File: config.mk
export PLATFORM = sky130hd
export DESIGN_NAME = fmps_readout_sequencer_flat
export DESIGN_NICKNAME = d
export VERILOG_FILES = /design/src/rtl/fmps_readout_sequencer_pkg.sv /design/src/rtl/fmps_readout_sequencer_if.sv /design/src/rtl/fmps_readout_sequencer_priority_encoder.sv /design/src/rtl/fmps_readout_sequencer.sv /design/src/flat_wrapper.sv
export SDC_FILE = /design/constraint.sdc
export NUM_CORES = 1
export LEC_CHECK = 0
export ABC_CLOCK_PERIOD_IN_PS = 2750
export BUFFER_PORTS_ARGS = -buffer_cell sky130_fd_sc_hd__buf_2
export CAP_MARGIN = 10
export CELL_PAD_IN_SITES_DETAIL_PLACEMENT = 1
export CELL_PAD_IN_SITES_GLOBAL_PLACEMENT = 2
export CORE_UTILIZATION = 34
export CTS_BUF_LIST = sky130_fd_sc_hd__clkbuf_8
export CTS_CLUSTER_SIZE = 10
export DETAILED_ROUTE_END_ITERATION = 10
export PLACE_DENSITY = 0.85
export SYNTH_ARGS = -nofsm -noshare
export SYNTH_HDL_FRONTEND = slang
export SYNTH_HIERARCHICAL = 1
export SYNTH_SLANG_ARGS = --single-unit
export TNS_END_PERCENT = 30
File: constraint.sdc
create_clock -name sysClk -period 2.75 [get_ports sysClk]
set_input_delay 0.55 -clock sysClk [delete_from_list [all_inputs] [get_ports sysClk]]
set_output_delay 0.55 -clock sysClk [all_outputs]
set_load 0.01 [all_outputs]
File: src/rtl/fmps_readout_sequencer_pkg.sv
// fmps_pkg: shared definitions for the FMPS readout sequencer.
//   - bit positions of the fields inside a 32-bit FMPS word
//   - magic value placed in the optional packet header word
//   - sequencer state encoding
// Optional feature macro: FMPS_READOUT_HEADER_EN (adds the HEADER state).
package fmps_pkg;

  localparam int FMPS2CC = 31;  // invalidFMPS2CC flag
  localparam int CC2CC   = 30;  // invalidCC2CC flag
  localparam int RSVD    = 29;  // reserved, must be zero
  localparam int IDX_HI  = 28;  // embedded FMPS index, upper bit
  localparam int IDX_LO  = 24;  // embedded FMPS index, lower bit

  localparam logic [15:0] HEADER_MAGIC = 16'hB6CF;

  typedef enum logic [2:0] {
    ST_IDLE,
    ST_SEEK,
    ST_SETTLE,
    ST_LOAD,
    ST_EMIT
`ifdef FMPS_READOUT_HEADER_EN
    , ST_HEADER
`endif
  } state_t;

endpackage

File: src/rtl/fmps_readout_sequencer_if.sv
// fmps_readout_sequencer_if: AXI-stream style output bus of the sequencer.
//   M_TDATA  : stream word
//   M_TVALID : word valid
//   M_TLAST  : last word of the packet
//   M_TREADY : sink ready
// Modports: master (sequencer side), slave (sink side).
interface fmps_readout_sequencer_if #(
  parameter int DATA_WIDTH = 32
) ();

  logic [DATA_WIDTH-1:0] M_TDATA;
  logic                  M_TVALID;
  logic                  M_TLAST;
  logic                  M_TREADY;

  modport master (
    output M_TDATA,
    output M_TVALID,
    output M_TLAST,
    input  M_TREADY
  );

  modport slave (
    input  M_TDATA,
    input  M_TVALID,
    input  M_TLAST,
    output M_TREADY
  );

endinterface

File: src/rtl/fmps_readout_sequencer_priority_encoder.sv
// fmps_priority_encoder: purely combinational lowest-set-bit finder.
// Ports:
//   mask   in  1<<INDEX_WIDTH  bits to search
//   lowest out INDEX_WIDTH     index of the lowest set bit (0 when mask is 0)
//   any    out 1               at least one bit of mask is set
module fmps_priority_encoder #(
  parameter int INDEX_WIDTH = 5
) (
  input  logic [(1<<INDEX_WIDTH)-1:0] mask,
  output logic [INDEX_WIDTH-1:0]      lowest,
  output logic                        any
);

  // Scan from the top down so the last hit is the lowest set bit.
  always_comb begin
    lowest = '0;
    for (int i = (1 << INDEX_WIDTH) - 1; i >= 0; i--) begin
      if (mask[i]) begin
        lowest = INDEX_WIDTH'(i);
      end
    end
  end

  assign any = |mask;

endmodule

File: src/rtl/fmps_readout_sequencer.sv
// fmps_readout_sequencer: on each cycleStart, latches the FMPS presence
// bitmap, fetches every present FMPS word (ascending index) through the
// 1-cycle-latency read-link port and streams them as one packet.
// Words with set flag/reserved bits or a wrong embedded index are counted
// as errors but still forwarded unchanged.
// Optional feature macro: FMPS_READOUT_HEADER_EN -- prefixes each nonempty
// packet with {HEADER_MAGIC, 8'd0, cycle counter}.
// Ports:
//   sysClk, sysReset_n        clock, asynchronous active-low reset
//   cycleStart, fmpsBitmap    scan trigger and presence bitmap
//   readoutAddress/readoutFMPS read-link DPRAM address and data (+1 cycle)
//   m_axis                    output stream (master modport)
//   busy, doneStrobe          scan in progress / end-of-scan pulse
//   wordCount                 words sent in the last completed scan
//   errorCount, overrun       saturating bad-word count, sticky overrun
//   clearStatus               clears errorCount and overrun
module fmps_readout_sequencer
  import fmps_pkg::*;
#(
  parameter int INDEX_WIDTH = 5,
  parameter int DATA_WIDTH  = 32
) (
  input  logic                         sysClk,
  input  logic                         sysReset_n,
  input  logic                         cycleStart,
  input  logic [(1<<INDEX_WIDTH)-1:0]  fmpsBitmap,
  output logic [INDEX_WIDTH-1:0]       readoutAddress,
  input  logic [DATA_WIDTH-1:0]        readoutFMPS,
  fmps_readout_sequencer_if.master     m_axis,
  output logic                         busy,
  output logic                         doneStrobe,
  output logic [INDEX_WIDTH:0]         wordCount,
  output logic [15:0]                  errorCount,
  output logic                         overrun,
  input  logic                         clearStatus
);

  localparam int MASK_W = 1 << INDEX_WIDTH;

  state_t                  state_reg, state_next;
  logic [MASK_W-1:0]       mask_reg, mask_next;
  logic [INDEX_WIDTH-1:0]  addr_reg, addr_next;
  logic [DATA_WIDTH-1:0]   tdata_reg, tdata_next;
  logic                    tvalid_reg, tvalid_next;
  logic                    tlast_reg, tlast_next;
  logic                    busy_reg, busy_next;
  logic                    done_reg, done_next;
  logic [INDEX_WIDTH:0]    wcount_reg, wcount_next;
  logic [INDEX_WIDTH:0]    wrun_reg, wrun_next;
  logic [15:0]             err_reg, err_next;
  logic                    overrun_reg, overrun_next;
`ifdef FMPS_READOUT_HEADER_EN
  logic [7:0]              cyc_reg, cyc_next;
`endif

  logic [MASK_W-1:0]       rest_mask;
  logic [MASK_W-1:0]       enc_mask;
  logic [INDEX_WIDTH-1:0]  enc_lowest;
  logic                    enc_any;
  logic                    word_bad;

  // Mask with the bit being loaded removed; empty means this word is last.
  assign rest_mask = mask_reg & ~({{(MASK_W-1){1'b0}}, 1'b1} << addr_reg);

  // One encoder serves both uses: SEEK needs the lowest remaining index,
  // LOAD needs to know whether anything remains after the current bit.
  assign enc_mask = (state_reg == ST_LOAD) ? rest_mask : mask_reg;

  fmps_priority_encoder #(
    .INDEX_WIDTH (INDEX_WIDTH)
  ) u_prio (
    .mask   (enc_mask),
    .lowest (enc_lowest),
    .any    (enc_any)
  );

  always_ff @(posedge sysClk or negedge sysReset_n) begin
    if (!sysReset_n) begin
      state_reg   <= ST_IDLE;
      mask_reg    <= '0;
      addr_reg    <= '0;
      tdata_reg   <= '0;
      tvalid_reg  <= 1'b0;
      tlast_reg   <= 1'b0;
      busy_reg    <= 1'b0;
      done_reg    <= 1'b0;
      wcount_reg  <= '0;
      wrun_reg    <= '0;
      err_reg     <= '0;
      overrun_reg <= 1'b0;
`ifdef FMPS_READOUT_HEADER_EN
      cyc_reg     <= '0;
`endif
    end else begin
      state_reg   <= state_next;
      mask_reg    <= mask_next;
      addr_reg    <= addr_next;
      tdata_reg   <= tdata_next;
      tvalid_reg  <= tvalid_next;
      tlast_reg   <= tlast_next;
      busy_reg    <= busy_next;
      done_reg    <= done_next;
      wcount_reg  <= wcount_next;
      wrun_reg    <= wrun_next;
      err_reg     <= err_next;
      overrun_reg <= overrun_next;
`ifdef FMPS_READOUT_HEADER_EN
      cyc_reg     <= cyc_next;
`endif
    end
  end

  always_comb begin
    state_next   = state_reg;
    mask_next    = mask_reg;
    addr_next    = addr_reg;
    tdata_next   = tdata_reg;
    tvalid_next  = tvalid_reg;
    tlast_next   = tlast_reg;
    busy_next    = busy_reg;
    done_next    = 1'b0;
    wcount_next  = wcount_reg;
    wrun_next    = wrun_reg;
    err_next     = err_reg;
    overrun_next = overrun_reg;
    word_bad     = 1'b0;
`ifdef FMPS_READOUT_HEADER_EN
    cyc_next     = cyc_reg;
`endif

    case (state_reg)
      ST_IDLE: begin
        if (cycleStart) begin
          mask_next = fmpsBitmap;
          wrun_next = '0;
`ifdef FMPS_READOUT_HEADER_EN
          cyc_next  = cyc_reg + 8'd1;
`endif
          if (|fmpsBitmap) begin
            busy_next = 1'b1;
`ifdef FMPS_READOUT_HEADER_EN
            tdata_next  = DATA_WIDTH'({HEADER_MAGIC, 8'd0, cyc_reg});
            tvalid_next = 1'b1;
            tlast_next  = 1'b0;
            state_next  = ST_HEADER;
`else
            state_next  = ST_SEEK;
`endif
          end else begin
            // Empty set: finish immediately with an empty scan.
            done_next   = 1'b1;
            wcount_next = '0;
            busy_next   = 1'b0;
          end
        end
      end
`ifdef FMPS_READOUT_HEADER_EN
      ST_HEADER: begin
        if (m_axis.M_TREADY) begin
          tvalid_next = 1'b0;
          state_next  = ST_SEEK;
        end
      end
`endif
      ST_SEEK: begin
        addr_next  = enc_lowest;
        state_next = ST_SETTLE;
      end
      ST_SETTLE: begin
        state_next = ST_LOAD;
      end
      ST_LOAD: begin
        tdata_next  = readoutFMPS;
        tvalid_next = 1'b1;
        tlast_next  = !enc_any;
        mask_next   = rest_mask;
        word_bad    = readoutFMPS[FMPS2CC] | readoutFMPS[CC2CC] |
                      readoutFMPS[RSVD] |
                      (readoutFMPS[IDX_HI:IDX_LO] != 5'(addr_reg));
        state_next  = ST_EMIT;
      end
      ST_EMIT: begin
        if (m_axis.M_TREADY) begin
          wrun_next   = wrun_reg + 1'b1;
          tvalid_next = 1'b0;
          if (tlast_reg) begin
            done_next   = 1'b1;
            wcount_next = wrun_reg + 1'b1;
            busy_next   = 1'b0;
            state_next  = ST_IDLE;
          end else begin
            state_next  = ST_SEEK;
          end
        end
      end
      default: begin
        state_next = ST_IDLE;
      end
    endcase

    // A new set arriving mid-scan is dropped; the current scan carries on.
    if (cycleStart && (state_reg != ST_IDLE)) begin
      overrun_next = 1'b1;
    end
    if (word_bad && (err_reg != 16'hFFFF)) begin
      err_next = err_reg + 16'd1;
    end
    // Clearing takes priority over a simultaneous error or overrun.
    if (clearStatus) begin
      err_next     = '0;
      overrun_next = 1'b0;
    end
  end

  assign readoutAddress  = addr_reg;
  assign m_axis.M_TDATA  = tdata_reg;
  assign m_axis.M_TVALID = tvalid_reg;
  assign m_axis.M_TLAST  = tlast_reg;
  assign busy            = busy_reg;
  assign doneStrobe      = done_reg;
  assign wordCount       = wcount_reg;
  assign errorCount      = err_reg;
  assign overrun         = overrun_reg;

endmodule

File: src/flat_wrapper.sv
// flat-port wrapper written by rule: the top's interface ports become plain ports
module fmps_readout_sequencer_flat import fmps_pkg::*;
#(
  parameter int INDEX_WIDTH = 5,
  parameter int DATA_WIDTH  = 32
)
  (sysClk, sysReset_n, cycleStart, fmpsBitmap, readoutAddress, readoutFMPS, busy, doneStrobe, wordCount, errorCount, overrun, clearStatus, m_axis_M_TDATA, m_axis_M_TVALID, m_axis_M_TLAST, m_axis_M_TREADY);
  fmps_readout_sequencer_if #(.DATA_WIDTH(DATA_WIDTH)) m_axis_i ();
  input  logic sysClk;
  input  logic sysReset_n;
  input  logic cycleStart;
  input  logic [(1<<INDEX_WIDTH)-1:0] fmpsBitmap;
  output logic [INDEX_WIDTH-1:0] readoutAddress;
  input  logic [DATA_WIDTH-1:0] readoutFMPS;
  output logic busy;
  output logic doneStrobe;
  output logic [INDEX_WIDTH:0] wordCount;
  output logic [15:0] errorCount;
  output logic overrun;
  input  logic clearStatus;
  output wire logic [$bits(m_axis_i.M_TDATA)-1:0] m_axis_M_TDATA;
  output wire logic [$bits(m_axis_i.M_TVALID)-1:0] m_axis_M_TVALID;
  output wire logic [$bits(m_axis_i.M_TLAST)-1:0] m_axis_M_TLAST;
  input wire logic [$bits(m_axis_i.M_TREADY)-1:0] m_axis_M_TREADY;
  assign m_axis_M_TDATA = m_axis_i.M_TDATA;
  assign m_axis_M_TVALID = m_axis_i.M_TVALID;
  assign m_axis_M_TLAST = m_axis_i.M_TLAST;
  assign m_axis_i.M_TREADY = m_axis_M_TREADY;
  fmps_readout_sequencer #(.INDEX_WIDTH(INDEX_WIDTH), .DATA_WIDTH(DATA_WIDTH)) u_core (.sysClk(sysClk), .sysReset_n(sysReset_n), .cycleStart(cycleStart), .fmpsBitmap(fmpsBitmap), .readoutAddress(readoutAddress), .readoutFMPS(readoutFMPS), .m_axis(m_axis_i), .busy(busy), .doneStrobe(doneStrobe), .wordCount(wordCount), .errorCount(errorCount), .overrun(overrun), .clearStatus(clearStatus));
endmodule
==> impl_results.md <==
- Outcome: finished clean
- Worst Path Required: between 3 and 4 ns
- Post-synth ARST share: 100.0%
- Post-Route WL: ~15000 um
- Mean Syn Cell Area: 9.993 um2
- FP Rows: 45
- GPL Wtd Cong: approximately 0.89
- FMAX: about 370 MHz
- Initial antenna violation count: 0
- Die area: 0.01626 mm2
- 1st-iter DRT viols: between 150 and 200
- CTS tree: yes
- Diodes inserted: 0
- Reg2reg path depth: 11
- Tcrit/Tclk final: a little under 100%
- Synth Flop Type: dfrtp_1
- GR Overflow Total: 0
- Endpoints failing setup: 0
- Inst Count DP: between 800 and 900
- Starting Density: about a third
- Largest net degree at the start of global routing: between 50 and 60
- Register area share after synthesis: between 40 and 50%
- Final antenna-violating net count: 0
- Number of flops mapped to enable cells by yosys: 0
- First-pass GRT wire length: roughly 25000 um
- PortBufs: around 130
- Final Max Tran Viols: 0
- CTS root buf: clkbuf_8
- Synthesized netlist net count: between 600 and 700
- Worst Clk Skew: ~0.013 ns
- Max Cap Viol: 0
- Bufs and invs on worst path: 1
- Slowest cell on crit path: dfrtp_1
- Cell Pwr Density: between 900 and 1000 mW/mm2
- Cells after Synth: roughly 540
- Crit path DAT: approximately 3.0 ns
- Yosys warnings: 6
- Complex-gate fraction of the synthesized area: 12.05%
- Drt wl/cell: 17.09 um
- Latest clock arrival within the worst-skew pair: slightly below 0.4 ns
- Post-CTS setup buffer count: 0
- RR Startpoint: u_core/state_reg[2]
- Layout overhead on the synthesized area: 20.70%
- GR Util met3: approximately 2.2%
- Clk pin slew, worst setup/hold paths: around 0.1 ns
- Setup slack, reg-to-reg: about 0.057 ns
- Peak VDD IR: ~360 uV
- GRT Util Overall: 19.69%
- CP cell instances: nand3b_1, buf_4, nor2_1, nand2_2, o21a_1, nor3b_1, nor3_1, o31ai_1, o2111ai_1, a221oi_1, mux2_2
- CP Capture Type: flip-flop
- Leak: approximately 3 nW
- Kind of cell adding the most delay to the critical path: compound AO/OA/AOI/OAI gates
- Num ports: approximately 130
- Multiplexer area fraction after synthesis: around 11%
- Worst-Margin Slew: between 0.9 and 1 ns
- Number of vias per cell: 5.123
- Largest family of logic cells by synthesized area: simple AND/OR/NAND/NOR gates
- Nets: 741
- Design Power: approximately 6.1 mW
- Dpl hpwl: between 10000 and 15000 um
- Number of global-route vias before repair: about 4.8k
- Crit path kind: reg2reg
- Filler cells: about 1.8k
- Die Width: roughly 130 um
- Share of layout cells above drive strength 1: a little over a third
- Worst reg2reg path endpoint: u_core/readoutAddress[0]
- Crit start category: flip-flop
- DRC: 0
- Max incr delay on CP: about 0.38 ns
- CTS Buf Count: 9
- Post-synthesis simple-gate area fraction: approximately 22%
- CTS Sinks: between 100 and 150
- Minimum clock period: 2.693 ns
- RSZ-0062 raised after global routing: yes
- Detailed-route via count: 4539
- Netlist cell types: between 50 and 60
- XOR/XNOR Fraction of Synth Area: approximately 1.6%
- Endpoints failing hold: 0
- CTS Buffer Depth: 2
- H-tree depth: 3
- M2 GR Usage: roughly a third
- Cell Area, Synth: 0.005356 mm2
- Fin cells: 886
- Drt first pass iters: 6
- Normalized max-slew margin: between 30 and 40%
- FF+latch count, synth: ~110
- Worst Path Max Fanout: 8
- Worst Hold Class: in2async
- Adder and majority cell fraction of the synthesized area: less than 1%
- Met1 usage: around 26%
- Die Ht: ~130 um
- Core footprint: ~0.015 mm2
- GRT busiest layer: met2
per-layer routing:
layer / part of all wire [%] / up-vias
li1: - / 2162
met1: 46 / 2256
met2: 49 / 106
met3: 3.3 / 15
met4: 1.6 / 0
met5: 0 / -
cell type report:
type,count,area (um2),area share (%)
tap,211,264.0,4.084
multi-input combinational,394,2561,39.62
inverter,13,48.80,0.7548
clock buffer,11,151.4,2.342
timing repair buffer,147,788.3,12.19
clock inverter,5,22.52,0.3484
sequential,105,2629,40.66
kinds of logic after synthesis:
| group | count (synthesis) |
|---|---|
| AO/OA/AOI/OAI | 93 |
| adder cells (fa/ha/maj) | 2 |
| buffers and inverters | 37 |
| multiplexers | 52 |
| XOR/XNOR | 10 |
| flip-flops | 105 |
| AND/OR/NAND/NOR | 237 |
repair_timing:
action,CTS,global route
pin swaps,0,1
endpoints found under the setup margin,1,5
resized for setup,2,6
hold buffers,0,0
Yosys cell counts (7+ instances only):
cell | n | area share, %
nand2_1 | 114 | 8.0
inv_1 | 12 | 0.84
o31ai_1 | 10 | 1.4
nor3_1 | 7 | 0.65
nor2_1 | 30 | 2.1
a21oi_1 | 16 | 1.5
mux2_2 | 44 | 9.3
o21ai_0 | 13 | 1.2
o21a_1 | 36 | 5.0
nor4_1 | 22 | 2.6
clkbuf_1 | 9 | 0.63
nand3_1 | 12 | 1.1
dfrtp_1 | 105 | 49
through the flow:
step	worst slack (ns)	instance area [um2]	hold WS, ns	util (%)	TNS, ns
after floorplan	0.3161	5356	0.2544	-	0
after global placement	0.1370	6266	0.4548	40.92	0
after detailed placement	-0.001985	6266	0.4597	40.92	-0.001985
after CTS	0.02488	6444	0.2363	42.08	0
after global routing	-0.06171	6465	0.2700	42.21	-0.1232
final	0.05652	6465	0.2099	42.21	0
cells in the final DEF, fill, tap and decap left out, types with 4 or more instances in the layout:
master    netlist  routed
mux2_2         44      44
buf_4           1      15
o21a_1         36      36
xor2_1          4       4
nand2_1       114     112
nor3_2          5       5
o31ai_1        10      10
nand3b_1        4       4
nand4_1         6       6
dfrtp_1       105     104
nand3_1        12      12
or4_2           6       6
nor4_1         22      21
o21ai_0        13      13
or4_4           4       4
clkbuf_8        0      11
a21oi_2         4       4
inv_1          12      14
nor3_1          7       7
a21oi_1        16      16
buf_2           6     131
mux2_1          6       6
nor2_1         30      30
xnor2_1         6       6
how the worst max path moves through the flow:
stage	start	end	depth (start not counted)
after floorplan	u_core/state_reg[1]	u_core/readoutAddress[2]	11
after global placement	u_core/state_reg[2]	u_core/readoutAddress[0]	10
after detailed placement	u_core/state_reg[2]	u_core/readoutAddress[0]	10
after CTS	u_core/state_reg[2]	u_core/readoutAddress[0]	8
after global routing	u_core/state_reg[2]	u_core/readoutAddress[0]	11
final	u_core/state_reg[2]	u_core/readoutAddress[0]	11
power by group:
group          switching [mW]  total (mW)  internal, mW
sequential              0.311        2.41          2.10
combinational            1.59        2.75          1.16
clock                   0.542       0.911         0.369
No activity file was read; power rests on OpenSTA's default activity.
